**config.mk**
```make
export PLATFORM = sky130hd
export DESIGN_NAME = stim_sequencer_flat
export DESIGN_NICKNAME = d
export VERILOG_FILES = /design/src/rtl/stim_sequencer_if.sv /design/src/rtl/stim_sequencer.sv /design/src/flat_wrapper.sv
export SDC_FILE = /design/constraint.sdc
export NUM_CORES = 1
export LEC_CHECK = 0
export ABC_AREA = 1
export CAP_MARGIN = 15
export CORE_MARGIN = 10
export CORE_UTILIZATION = 55
export CTS_CLUSTER_SIZE = 14
export DETAILED_ROUTE_END_ITERATION = 10
export PLACE_DENSITY = 0.86
export SYNTH_ARGS = -nofsm -noshare
export SYNTH_HDL_FRONTEND = slang
export SYNTH_SLANG_ARGS = --single-unit
```
**constraint.sdc**
```tcl
create_clock -name clock -period 4.18 [get_ports clock]
set_input_delay 1.254 -clock clock [delete_from_list [all_inputs] [get_ports clock]]
set_output_delay 1.254 -clock clock [all_outputs]
set_load 0.02 [all_outputs]
```
**src/rtl/stim_sequencer_if.sv**
```systemverilog
// Signal bundle between the stimulus sequencer and its environment
// (control, stimulus RAM read port, DUT vector/response, status).
interface stim_sequencer_if;
  logic        start;
  logic        abort;
  logic [9:0]  length;
  logic        loop_en;
  logic [9:0]  mem_addr;
  logic [2:0]  mem_rdata;
  logic [2:0]  vec_out;
  logic        vec_valid;
  logic [5:0]  dut_out;
  logic [15:0] sig;
  logic [9:0]  vec_count;
  logic        busy;
  logic        done;

  // Environment side: drives control, RAM data and DUT response
  modport master (
    output start, abort, length, loop_en, mem_rdata, dut_out,
    input  mem_addr, vec_out, vec_valid, sig, vec_count, busy, done
  );

  // Sequencer side
  modport slave (
    input  start, abort, length, loop_en, mem_rdata, dut_out,
    output mem_addr, vec_out, vec_valid, sig, vec_count, busy, done
  );
endinterface

```
**src/rtl/stim_sequencer.sv**
```systemverilog
// Stimulus sequencer: walks a stimulus RAM from address 0 to length-1, applies each
// entry to the DUT as a registered vector, optionally loops, and compacts the DUT
// responses into a 16-bit MISR signature.
//
// RAM timing: mem_rdata reflects ram[mem_addr] in the cycle after mem_addr is
// registered, so the vector for the current address is loaded on every step edge
// (including the edge leaving FETCH) while mem_addr advances in the same edge.
module stim_sequencer (
  input logic             clock,
  input logic             reset,
  stim_sequencer_if.slave bus
);

  typedef enum logic [1:0] {StIdle, StFetch, StRun, StDone} state_e;

  state_e     state;
  state_e     state_next;
  logic [9:0] len;
  // Final vector of a non-looping pass has been loaded; next edge ends the run
  logic       drain;
  logic       running;
  logic       accept;
  logic       stop;
  logic       step;
  logic       at_end;
  logic       fb;

  assign running = (state == StFetch) || (state == StRun);
  assign accept  = (state == StIdle) && bus.start && !bus.abort;
  assign stop    = running && (bus.abort || ((state == StRun) && drain));
  assign step    = running && !stop;
  assign at_end  = (bus.mem_addr == (len - 10'd1));
  assign fb      = bus.sig[15] ^ bus.sig[13] ^ bus.sig[12] ^ bus.sig[10];

  // State register
  always_ff @(posedge clock or negedge reset) begin
    if (!reset) begin
      state <= StIdle;
    end else begin
      state <= state_next;
    end
  end

  // Next-state logic
  always_comb begin
    state_next = state;
    unique case (state)
      StIdle: begin
        if (accept) begin
          state_next = (bus.length == 10'd0) ? StDone : StFetch;
        end
      end
      StFetch, StRun: state_next = stop ? StDone : StRun;
      StDone:         state_next = StIdle;
      default:        state_next = StIdle;
    endcase
  end

  // Status outputs decoded from the state
  always_comb begin
    bus.busy = running;
    bus.done = (state == StDone);
  end

  // Address generation, vector register and per-pass vector count
  always_ff @(posedge clock or negedge reset) begin
    if (!reset) begin
      len           <= 10'd0;
      drain         <= 1'b0;
      bus.mem_addr  <= 10'd0;
      bus.vec_out   <= 3'd0;
      bus.vec_valid <= 1'b0;
      bus.vec_count <= 10'd0;
    end else begin
      if (accept) begin
        len           <= bus.length;
        drain         <= 1'b0;
        bus.mem_addr  <= 10'd0;
        bus.vec_count <= 10'd0;
      end
      if (stop) begin
        bus.vec_out   <= 3'd0;
        bus.vec_valid <= 1'b0;
      end
      if (step) begin
        bus.vec_out   <= bus.mem_rdata;
        bus.vec_valid <= 1'b1;
        // Address 0 starts a pass, so the count restarts there
        bus.vec_count <= (bus.mem_addr == 10'd0) ? 10'd1 : bus.vec_count + 10'd1;
        if (at_end) begin
          if (bus.loop_en) begin
            bus.mem_addr <= 10'd0;
          end else begin
            drain <= 1'b1;
          end
        end else begin
          bus.mem_addr <= bus.mem_addr + 10'd1;
        end
      end
      if (state == StDone) begin
        drain <= 1'b0;
      end
    end
  end

  // MISR: absorbs the DUT response to every applied vector
  always_ff @(posedge clock or negedge reset) begin
    if (!reset) begin
      bus.sig <= 16'd0;
    end else if (accept) begin
      bus.sig <= 16'd0;
    end else if (bus.vec_valid) begin
      bus.sig <= {bus.sig[14:0], fb} ^ {10'b0, bus.dut_out};
    end
  end

endmodule

```
**src/flat_wrapper.sv**
```systemverilog
// flat-port wrapper written by rule: the top's interface ports become plain ports
module stim_sequencer_flat 
  (clock, reset, bus_start, bus_abort, bus_length, bus_loop_en, bus_mem_rdata, bus_dut_out, bus_mem_addr, bus_vec_out, bus_vec_valid, bus_sig, bus_vec_count, bus_busy, bus_done);
  stim_sequencer_if bus_i ();
  input logic clock;
  input logic reset;
  input wire logic [$bits(bus_i.start)-1:0] bus_start;
  input wire logic [$bits(bus_i.abort)-1:0] bus_abort;
  input wire logic [$bits(bus_i.length)-1:0] bus_length;
  input wire logic [$bits(bus_i.loop_en)-1:0] bus_loop_en;
  input wire logic [$bits(bus_i.mem_rdata)-1:0] bus_mem_rdata;
  input wire logic [$bits(bus_i.dut_out)-1:0] bus_dut_out;
  output wire logic [$bits(bus_i.mem_addr)-1:0] bus_mem_addr;
  output wire logic [$bits(bus_i.vec_out)-1:0] bus_vec_out;
  output wire logic [$bits(bus_i.vec_valid)-1:0] bus_vec_valid;
  output wire logic [$bits(bus_i.sig)-1:0] bus_sig;
  output wire logic [$bits(bus_i.vec_count)-1:0] bus_vec_count;
  output wire logic [$bits(bus_i.busy)-1:0] bus_busy;
  output wire logic [$bits(bus_i.done)-1:0] bus_done;
  assign bus_i.start = bus_start;
  assign bus_i.abort = bus_abort;
  assign bus_i.length = bus_length;
  assign bus_i.loop_en = bus_loop_en;
  assign bus_i.mem_rdata = bus_mem_rdata;
  assign bus_i.dut_out = bus_dut_out;
  assign bus_mem_addr = bus_i.mem_addr;
  assign bus_vec_out = bus_i.vec_out;
  assign bus_vec_valid = bus_i.vec_valid;
  assign bus_sig = bus_i.sig;
  assign bus_vec_count = bus_i.vec_count;
  assign bus_busy = bus_i.busy;
  assign bus_done = bus_i.done;
  stim_sequencer u_core (.clock(clock), .reset(reset), .bus(bus_i));
endmodule
```
After elaboration in Yosys (flattened, before gate mapping)
Cells that the tools add are included.
{"block": "classes", "addsub": 3, "n_eq_ne": 5, "n_bitwise": 4, "reduce_logical": 16, "n_mux": 22}
{"operator": "10-bit two-way mux", "count": 7}
{"operator": "16-bit two-way mux", "count": 2}
{"operator": "10-bit by 1-bit adder with 10-bit output, second input constant", "count": 2}
{"operator": "10-bit logical NOT", "count": 2}
{"operator": "16-bit by 6-bit XOR with 16-bit output", "count": 1}
{"operator": "10-bit equality test", "count": 1}
{"operator": "10-bit by 1-bit subtractor with 10-bit output, second input constant", "count": 1}
{"operator": "1-bit two-way mux", "count": 8}
{"operator": "3-bit two-way mux", "count": 2}
{"operator": "2-bit one-hot mux with 3 select lines", "count": 1}
{"operator": "2-bit nonzero test", "count": 3}
{"operator": "1-bit logical AND", "count": 5}
{"operator": "2-bit equality test, second input constant", "count": 2}
{"operator": "2-bit two-way mux", "count": 2}
{"operator": "1-bit XOR", "count": 3}
{"operator": "2-bit by 1-bit equality test with 1-bit output, second input constant", "count": 1}
{"operator": "1-bit logical NOT", "count": 2}
{"operator": "2-bit logical NOT", "count": 1}
{"operator": "1-bit logical OR", "count": 2}
{"operator": "2-bit by 1-bit inequality test with 1-bit output, second input constant", "count": 1}
{"operator": "2-bit OR reduction", "count": 1}
{"block": "word_totals", "regBits": 53, "wordCells": 58, "in_bits": 24, "out_inout_bits": 42}

Depth between registers and ports, before layout
Gate-level depths: netlist of the first run.
{"block": "logic_depth", "word_depth": 8, "depth_mapped": 15, "depth_no_buf": 15}

Least setup slack after synthesis of the first run
OpenSTA, ideal clock, no wires.
{"block": "synth_timing", "kind": "input -> register", "from": "input port bus_abort", "to": "register u_core.bus.vec_count[2]", "path_buffers": 1, "cell_stages": 7, "setup_time_ns": 0.082, "arrival_time_ns": 2.205, "required_ns": 4.098, "path_slack_ns": 1.892, "path_cell_list": "inv_1 -> nand3_1 -> inv_1 -> nor2_1 -> inv_1 -> buf_2 -> o22ai_1"}
{"block": "synth_via", "elab_chain_cells": 5, "elab_cells_between_ends": 8, "cone_classes": "mux: 1; reduce/logical: 7"}
{"item": "from (decl)", "line_no": "flat_wrapper.sv:8", "text": "input wire logic [$bits(bus_i.abort)-1:0] bus_abort;"}
{"item": "1-bit logical OR", "line_no": "stim_sequencer.sv:30", "text": "assign stop = running && (bus.abort || ((state == StRun) && drain));"}
{"item": "1-bit logical AND", "line_no": "stim_sequencer.sv:30"}
{"item": "1-bit logical NOT", "line_no": "stim_sequencer.sv:31", "text": "assign step = running && !stop;"}
{"item": "1-bit logical AND", "line_no": "stim_sequencer.sv:31"}
{"item": "10-bit two-way mux / 2-bit nonzero test (equally long branches)"}
{"item": "to (signal assigned)", "line_no": "stim_sequencer.sv:89", "text": "bus.vec_count <= (bus.mem_addr == 10'd0) ? 10'd1 : bus.vec_count + 10'd1;"}
{"item": "to (decl)", "line_no": "stim_sequencer_if.sv:27", "text": "output mem_addr, vec_out, vec_valid, sig, vec_count, busy, done"}
Parallel ways exist; a longest one is shown, timed or not.
A chain may end at the register's enable or synchronous reset.

Worst setup path in the final report of the first run
{"block": "layout_timing", "from": "register u_core.state[1]", "to": "output port bus_busy"}
{"block": "layout_via", "elab_chain_cells": 2, "elab_cells_between_ends": 3, "cone_classes": "eq/ne: 2; reduce/logical: 1"}
{"item": "from (decl)", "line_no": "stim_sequencer.sv:16", "text": "state_e state;"}
{"item": "from (signal assigned)", "line_no": "stim_sequencer.sv:38", "text": "state <= StIdle;"}
{"item": "from (signal assigned)", "line_no": "stim_sequencer.sv:40", "text": "state <= state_next;"}
{"item": "2-bit by 1-bit equality test with 1-bit output / 2-bit equality test (equally long branches)", "line_no": "stim_sequencer.sv:28", "text": "assign running = (state == StFetch) || (state == StRun);"}
{"item": "1-bit logical OR (*)", "line_no": "stim_sequencer.sv:28"}
{"item": "to (decl)", "line_no": "flat_wrapper.sv:18", "text": "output wire logic [$bits(bus_i.busy)-1:0] bus_busy;"}
Mark *: on every way between the ends. The rest lies on a longest branch, timed or not.

==> key figures, run 1 <==
Run status
  – Status: finished clean

Clock tree
  – Root Buffer: clkbuf_8
  – Num Clock Sinks: 53
  – Worst-path clk slew: ~0.09 ns
  – Hold-fix buffers, CTS: 0
  – Maximum clock path buffer count: 2
  – Num CTS Buffers: 5
  – CTS tree: yes
  – Cts repair resizes: 0
  – Setup bufs post-CTS: 0
  – Number of H-tree levels: 2
  – Clock Latency Late Sink: between 0.3 and 0.4 ns

Die
  – Row count: 27
  – Die height: 94.52 um
  – Initial Utilization: 56.15%
  – Core area: ~0.0054 mm^2
  – Io pins: 66
  – Die width: 94.52 um
  – Area of the die: 0.008934 mm^2

Worst setup path
  – Crit path kind: flip-flop to output port
  – Worst Path Required: between 2 and 3 ns
  – CP endpoint kind: output port
  – CP startpoint kind: flip-flop
  – Slowest stage delay, CP: 0.62 ns
  – Crit path max-delay family: buffers and inverters
  – CP max FO: 3
  – Worst path cell trace: inv_1, ha_1, clkdlybuf4s50_1
  – Bufs and invs on worst path: 2
  – Crit-path slowest cell: clkdlybuf4s50_1
  – CP Data Arrival Time: 1.71 ns

Detailed routing
  – First DRT Iteration DRCs: 267
  – Drt wl/cell: 14.88 um
  – Drt drc: 0
  – Overall routed net length: between 7000 and 8000 um
  – Vias/cell: 5.456
  – ANT nets after route: 0
  – Drt pass-1 iters: 5
  – Vias: 2886

Timing
  – Tcrit/Tclk final: 70.97%
  – Max-slew violation count: 0
  – Worst slew pin tran: 0.8962 ns
  – Setup Viol. Count Final: 0
  – Setup total negative slack: 0 ns
  – Fmax: between 300 and 400 MHz
  – RSZ-0062 raised after global routing: no
  – Tmin final: 2.966 ns
  – Rel. slew slack: around two fifths
  – Clock skew: between 0.01 and 0.015 ns
  – Fin. Hold Viols: 0

Yosys
  – Mapped Nets: 420
  – Post-Syn Area: around 0.0031 mm^2
  – Largest area contributor in the netlist: dfrtp_1
  – Top cells by count, synth: nand2_1, inv_1, dfrtp_1
  – Combinational family with the most area after synthesis: simple AND/OR/NAND/NOR gates
  – Ys flop type: dfrtp_1
  – Post-Synth Adder-Cell Area: 2.868%
  – Count of warnings emitted by yosys: 0
  – Async SR Flop Fraction: 100.0%
  – Number of synthesized flops with an enable pin: 0
  – Synth area leaders: dfrtp_1, nand2_1, inv_1, nand3_1, o21ai_0
  – Synth Area in Simple Gates: 27.12%
  – Count leader, synth: nand2_1
  – Yosys top cell area share: 43.42%
  – Netlist cell types: 29
  – Register area share after synthesis: a little over two fifths
  – Compound-Gate Fraction of Synth Area: 10.77%
  – Post-synthesis mux area share: 0%
  – Flops & latches, synth: 53
  – Cells after Synth: 389
  – Post-synthesis xor/xnor area fraction: 6.882%
  – Syn avg cell area: 7.851 um^2

Final layout
  – # diodes: 0
  – Area delta synth->final: 25.89%
  – Nets: between 400 and 500
  – Share of layout cells above drive strength 1: slightly above 7%
  – Multi-input gate area: 0.001455 mm^2
  – Filler cells: between 400 and 500
  – Non-Filler Instances: 529
  – Storage element area: roughly 0.0013 mm^2

Placed design
  – Port bufs: 65
  – GPL Wtd Cong: ~0.91
  – Placed Cells: 521
  – Post-DP HPWL: 5929 um

Power
  – Leakage power: about 1.8 nW
  – Maximum VDD drop: just under 0.0005 V
  – Tot Pwr: 2.972 mW
  – Cell Pwr Density: 772.8 mW/mm^2

GRT
  – Gr usage total: 17.91%
  – Initial antenna violation count: 0
  – First-pass GRT wire length: 13310 um
  – GRT Residual Overflow: 0
  – Largest net degree at the start of global routing: 43
  – Vias in the first global route: around 2.9k

Worst hold path
  – Worst Hold Class: flip-flop to flip-flop

Run
  – Max cap viols: 0
[cells in the final DEF (no fill, tap or decap)]
cell and count:
o22ai_1 14, o221ai_1 1, clkbuf_1 1, clkbuf_8 5, buf_2 1, a22o_1 3
inv_2 2, inv_1 56, nand2_2 4, nor2_1 16, xor2_1 13, ha_1 7
o32ai_1 1, nor3_1 6, nor2_2 6, nand3_1 39, inv_6 1, o21ai_0 25
nand3_2 6, xnor2_1 11, nand2_1 96, clkinv_2 2, o21ai_1 9, dfrtp_1 53
a21oi_1 2, clkinv_1 1, a21oi_2 2, nor2_4 2, clkdlybuf4s50_1 64, buf_4 2
nand4_1 6
[final timing paths]
path | start | to | slack (ns) | cells after the start
max in group asynchronous | reset | u_core.bus.mem_addr[2] | 2.41 | 2
worst min-delay path | u_core.bus.vec_out[1] | u_core.bus.vec_out[1] | 0.53 | 1
worst max register to register | u_core.len[0] | u_core.bus.mem_addr[3] | 1.88 | 14
worst max-delay path | u_core.state[1] | bus_busy | 1.21 | 3
worst min register to register | u_core.bus.vec_out[1] | u_core.bus.vec_out[1] | 0.53 | 1
min in group asynchronous | reset | u_core.len[5] | 1.06 | 1
[power by group]
group	switching, mW	internal (mW)	total, mW	leakage (nW)
clock network	0.172	0.120	0.292	0.0456
registers	0.249	0.717	0.965	0.692
logic	1.03	0.687	1.71	1.03
[per-stage QoR]
step | instance area, um^2 | util [%] | setup WS [ns] | hold slack (ns)
after detailed placement | 3759 | 69.11 | 0.9177 | 0.5005
after global placement | 3759 | 69.11 | 1.040 | 0.4993
after CTS | 3845 | 70.69 | 1.186 | 0.5264
final | 3845 | 70.69 | 1.214 | 0.5290
after floorplan | 3054 | - | 1.892 | 0.4746
after global routing | 3845 | 70.69 | 1.069 | 0.5563
[state kept, by name, summed over array words and instances (netlist names)]
register              cells
u_core.bus.vec_valid      1
u_core.bus.sig           16
u_core.drain              1
u_core.bus.vec_count     10
u_core.bus.vec_out        3
u_core.state              2
u_core.bus.mem_addr      10
u_core.len               10
[per-layer routing]
metal  vias to the layer above  wire (um)  GRT usage (%)
li1                       1388          -              -
met1                      1359       3240          22.66
met2                       130       3804          29.23
met3                         9        740          5.630
met4                         0         87          4.239
met5                         -          0              0
[worst register-to-register path, cell delays in order, from the launching register on]
cell     delay (ns)
dfrtp_1        0.44
inv_2          0.13
ha_1           0.30
inv_1          0.07
nand2_1        0.08
nand2_1        0.06
nand2_1        0.05
nand2_1        0.06
nor2_2         0.09
nand3_2        0.11
nor2_4         0.35
nand2_2        0.22
nand2_1        0.12
nand3_1        0.06
o21ai_1        0.09
[cell families (layout without fill, tap and decap cells)]
logic type               Yosys count  count (layout)
buffers and inverters             67             135
flip-flops                        53              53
XOR/XNOR                          24              24
AO/OA/AOI/OAI                     57              57
adder cells (fa/ha/maj)            7               7
AND/OR/NAND/NOR                  181             181
[final cells by class]
class | count | area share, %
Timing Repair Buffer | 67 | 17.18
Multi-Input combinational cell | 269 | 37.85
Sequential cell | 53 | 34.49
Clock buffer | 6 | 1.887
Tap cell | 72 | 2.343
Inverter | 60 | 5.890
Clock inverter | 2 | 0.3580
Power figures use the tool's default switching activity.
==> run 2, diff against run 1 <==
Settings changed: CORE_UTILIZATION 55 to 51, PLACE_DENSITY 0.86 to 0.8.
Clock period 4.18 ns to 2.75 ns, I/O delays scaled along.
==> run 2 against run 1 <==
Against the previous run:
- power is 56% higher
- register-to-register slack worse by 1.4 ns
- global-route usage is 1.9 points lower
- count of clock-buffer cells in the layout stayed put
- sequential share of layout area is 0.56 points lower
- first-iteration DRC count is 28% lower
- cell count is 1.1% higher
- non-clock buffer count is 3 higher
- combinational power is 54% higher
- sequential power is 50% higher
- critical endpoint unchanged
- largest cell class unchanged
- largest power group unchanged
- highest routed layer unchanged
==> key figures, run 2 (same netlist as run 1, synthesis figures left out) <==
Run status
  – Status: finished clean

Final layout
  – Biggest register: u_core.bus.sig
  – Area delta synth->final: 27.98%
  – Nets: 490 (+0.62%)
  – Share of layout cells above drive strength 1: 7.826% (+0.61 points)
  – # diodes: 0 (unchanged)
  – Layout Utilization: 66.81% (-3.9 points)
  – Max reg flops: 16 (unchanged)
  – Most frequent cells in the layout: nand2_1, clkdlybuf4s50_1, inv_1, dfrtp_1, nand3_1
  – Most common cell after layout, fill and taps aside: nand2_1

Detailed routing
  – ANT nets after route: 0 (unchanged)
  – Drt drc: 0 (unchanged)
  – Vias: 2844 (-1.5%)
  – Vias/cell: 5.316 (-2.6%)
  – First DRT Iteration DRCs: 192 (-28%)
  – Drt wl/cell: 14.54 um (-2.3%)
  – Overall routed net length: 7781 um (-1.2%)
  – Drt pass-1 iters: 5 (unchanged)

Timing
  – Tmin final: 2.504 ns
  – Worst setup slack after layout: 0.2456 ns (-0.9680 ns)
  – Max-slew violation count: 0 (unchanged)
  – Fmax: 399.3 MHz
  – Tcrit/Tclk final: 91.07%
  – Worst slew pin tran: 0.6187 ns (-0.2775 ns)
  – Clock skew: 0.006997 ns (-0.003276 ns)
  – Rel. slew slack: 58.75% (+19 points)
  – Setup Viol. Count Final: 0 (unchanged)
  – Setup total negative slack: 0 ns (unchanged)
  – RSZ-0062 raised after global routing: no
  – Fin. Hold Viols: 0 (unchanged)

Die
  – Io pins: 66 (unchanged)
  – Core area: 0.005851 mm^2 (+7.6%)
  – Initial Utilization: 52.20% (-4.0 points)
  – Row count: 28 (+3.7%)
  – Area of the die: 0.009484 mm^2 (+6.2%)
  – Die height: 97.39 um (+3.0%)
  – Die width: 97.39 um (+3.0%)

Power
  – Cell Pwr Density: 1183 mW/mm^2 (+53%)
  – Switch share: 47.19% (-1.5 points)
  – NetSw: 2.182 mW (+51%)
  – Tot Pwr: 4.624 mW (+56%)
  – Combinational power share: 57.0% (-0.7 points)
  – P_int: 2.442 mW (+60%)
  – Clock share of power: 11.6% (+1.8 points)
  – Reg power frac: 31.4% (-1.1 points)
  – Maximum VDD drop: 0.0006299 V (+29%)
  – Leakage power: 1.793 nW (+1.6%)

Clock tree
  – Setup bufs post-CTS: 0 (unchanged)
  – Clock Latency Late Sink: 0.31 ns (about the same)
  – CTS tree: yes
  – Hold-fix buffers, CTS: 0 (unchanged)
  – Worst-path clk slew: 0.09 ns (about the same)
  – Num Clock Sinks: 53 (unchanged)
  – Num CTS Buffers: 5 (unchanged)
  – Cts repair resizes: 0 (unchanged)
  – Root Buffer: clkbuf_8
  – Number of H-tree levels: 2 (unchanged)
  – Maximum clock path buffer count: 2 (unchanged)

GRT
  – Largest net degree at the start of global routing: 29 (-33%)
  – Initial antenna violation count: 0 (unchanged)
  – GRT Residual Overflow: 0 (unchanged)
  – Gr usage total: 15.97% (-1.9 points)
  – First-pass GRT wire length: 13080 um (-1.7%)
  – Vias in the first global route: 2740 (-4.0%)

Worst setup path
  – Start of the worst register-to-register path: u_core.len[0]
  – Crit path kind: flip-flop to output port
  – CP max FO: 3 (unchanged)
  – CP startpoint kind: flip-flop
  – Worst setup startpoint: u_core.state[1]
  – CP Data Arrival Time: 1.68 ns (-0.03 ns)
  – Slowest stage delay, CP: 0.61 ns (about the same)
  – CP endpoint kind: output port
  – Worst Path Required: 1.93 ns (-1.00 ns)
  – Crit path max-delay family: buffers and inverters
  – Bufs and invs on worst path: 2 (unchanged)
  – Crit-path slowest cell: clkdlybuf4s50_1
  – Worst path cell trace: inv_1, ha_1, clkdlybuf4s50_1

Worst hold path
  – Worst Hold Class: input pin to asynchronous set/reset pin

Run
  – Max cap viols: 0 (unchanged)

Placed design
  – Port bufs: 65 (unchanged)
  – Pre-CTS WS: 0.3277 ns (-0.5901 ns)
  – Post-DP HPWL: 5989 um (+1.0%)
  – GPL Wtd Cong: 0.8495 (-7.1%)
## run 2: cell types whose count changed in the layout (fill, tap and decap cells not counted), sizes merged
| cell | before | now |
|---|---|---|
| bufinv | 0 | 1 |
| buf | 3 | 6 |
| inv | 59 | 58 |
## run 2: stage by stage
step	cell area [um^2]	hold WS (ns)	cells
6_report	3909	0.5191	535
4_1_cts	3909	0.5205	535
5_1_grt	3909	0.5373	535
3_5_place_dp	3797	0.4986	527
2_1_floorplan	3054	0.4746	389
3_3_place_gp	3797	0.4943	527
## run 2: routing by layer
| metal | share of wire (%) | wire length (um) | GRT usage (%) | vias to the layer above |
|---|---|---|---|---|
| met5 | 0 | 0 | 0 | - |
| met4 | 0.94 | 73 | 3.915 | 0 |
| met3 | 9.2 | 719 | 6.472 | 10 |
| met2 | 49 | 3783 | 26.32 | 99 |
| met1 | 41 | 3205 | 18.86 | 1343 |
| li1 | - | - | - | 1392 |
## run 2: worst reg2reg max path: stages, from the launching register on
cell and delay [ns]:
dfrtp_1 0.42, inv_2 0.12, ha_1 0.30, inv_1 0.06
nand2_1 0.08, nand2_1 0.06, nand2_1 0.05, nand2_1 0.06
nor2_2 0.11, nand3_2 0.10, nor2_4 0.34, nand2_2 0.23
nand2_1 0.12, nand3_1 0.08, o21ai_1 0.08
## run 2: power by group through the flow
| stage | Sequential (mW) | Combinational, mW | Clock (mW) |
|---|---|---|---|
| floorplan | 1.65 | 1.51 | 0 |
| global placement | 1.45 | 2.57 | 0 |
| detailed placement | 1.46 | 2.64 | 0 |
| CTS | 1.45 | 2.66 | 0.543 |
| global route | 1.50 | 2.91 | 0.577 |
| finish | 1.45 | 2.63 | 0.537 |
## run 2: path summary, 6_finish.rpt
path,to,slack (ns),cells after the start
max,bus_busy,0.25,3
min,u_core.state[0],0.52,1
max reg2reg,u_core.bus.mem_addr[3],0.46,14
min reg2reg,u_core.bus.vec_out[1],0.52,1
max in group asynchronous,u_core.bus.mem_addr[4],1.67,2
min in group clock,u_core.bus.vec_out[1],0.52,1
## run 2: area by class of cell
class,count,area [um^2]
clock buffer,6,72.57
inverter,60,226.5
clock inverter,2,38.79
tap,75,93.84
fill,493,1942
sequential,53,1326
timing repair buffer,70,695.7
multi-input combinational,269,1455
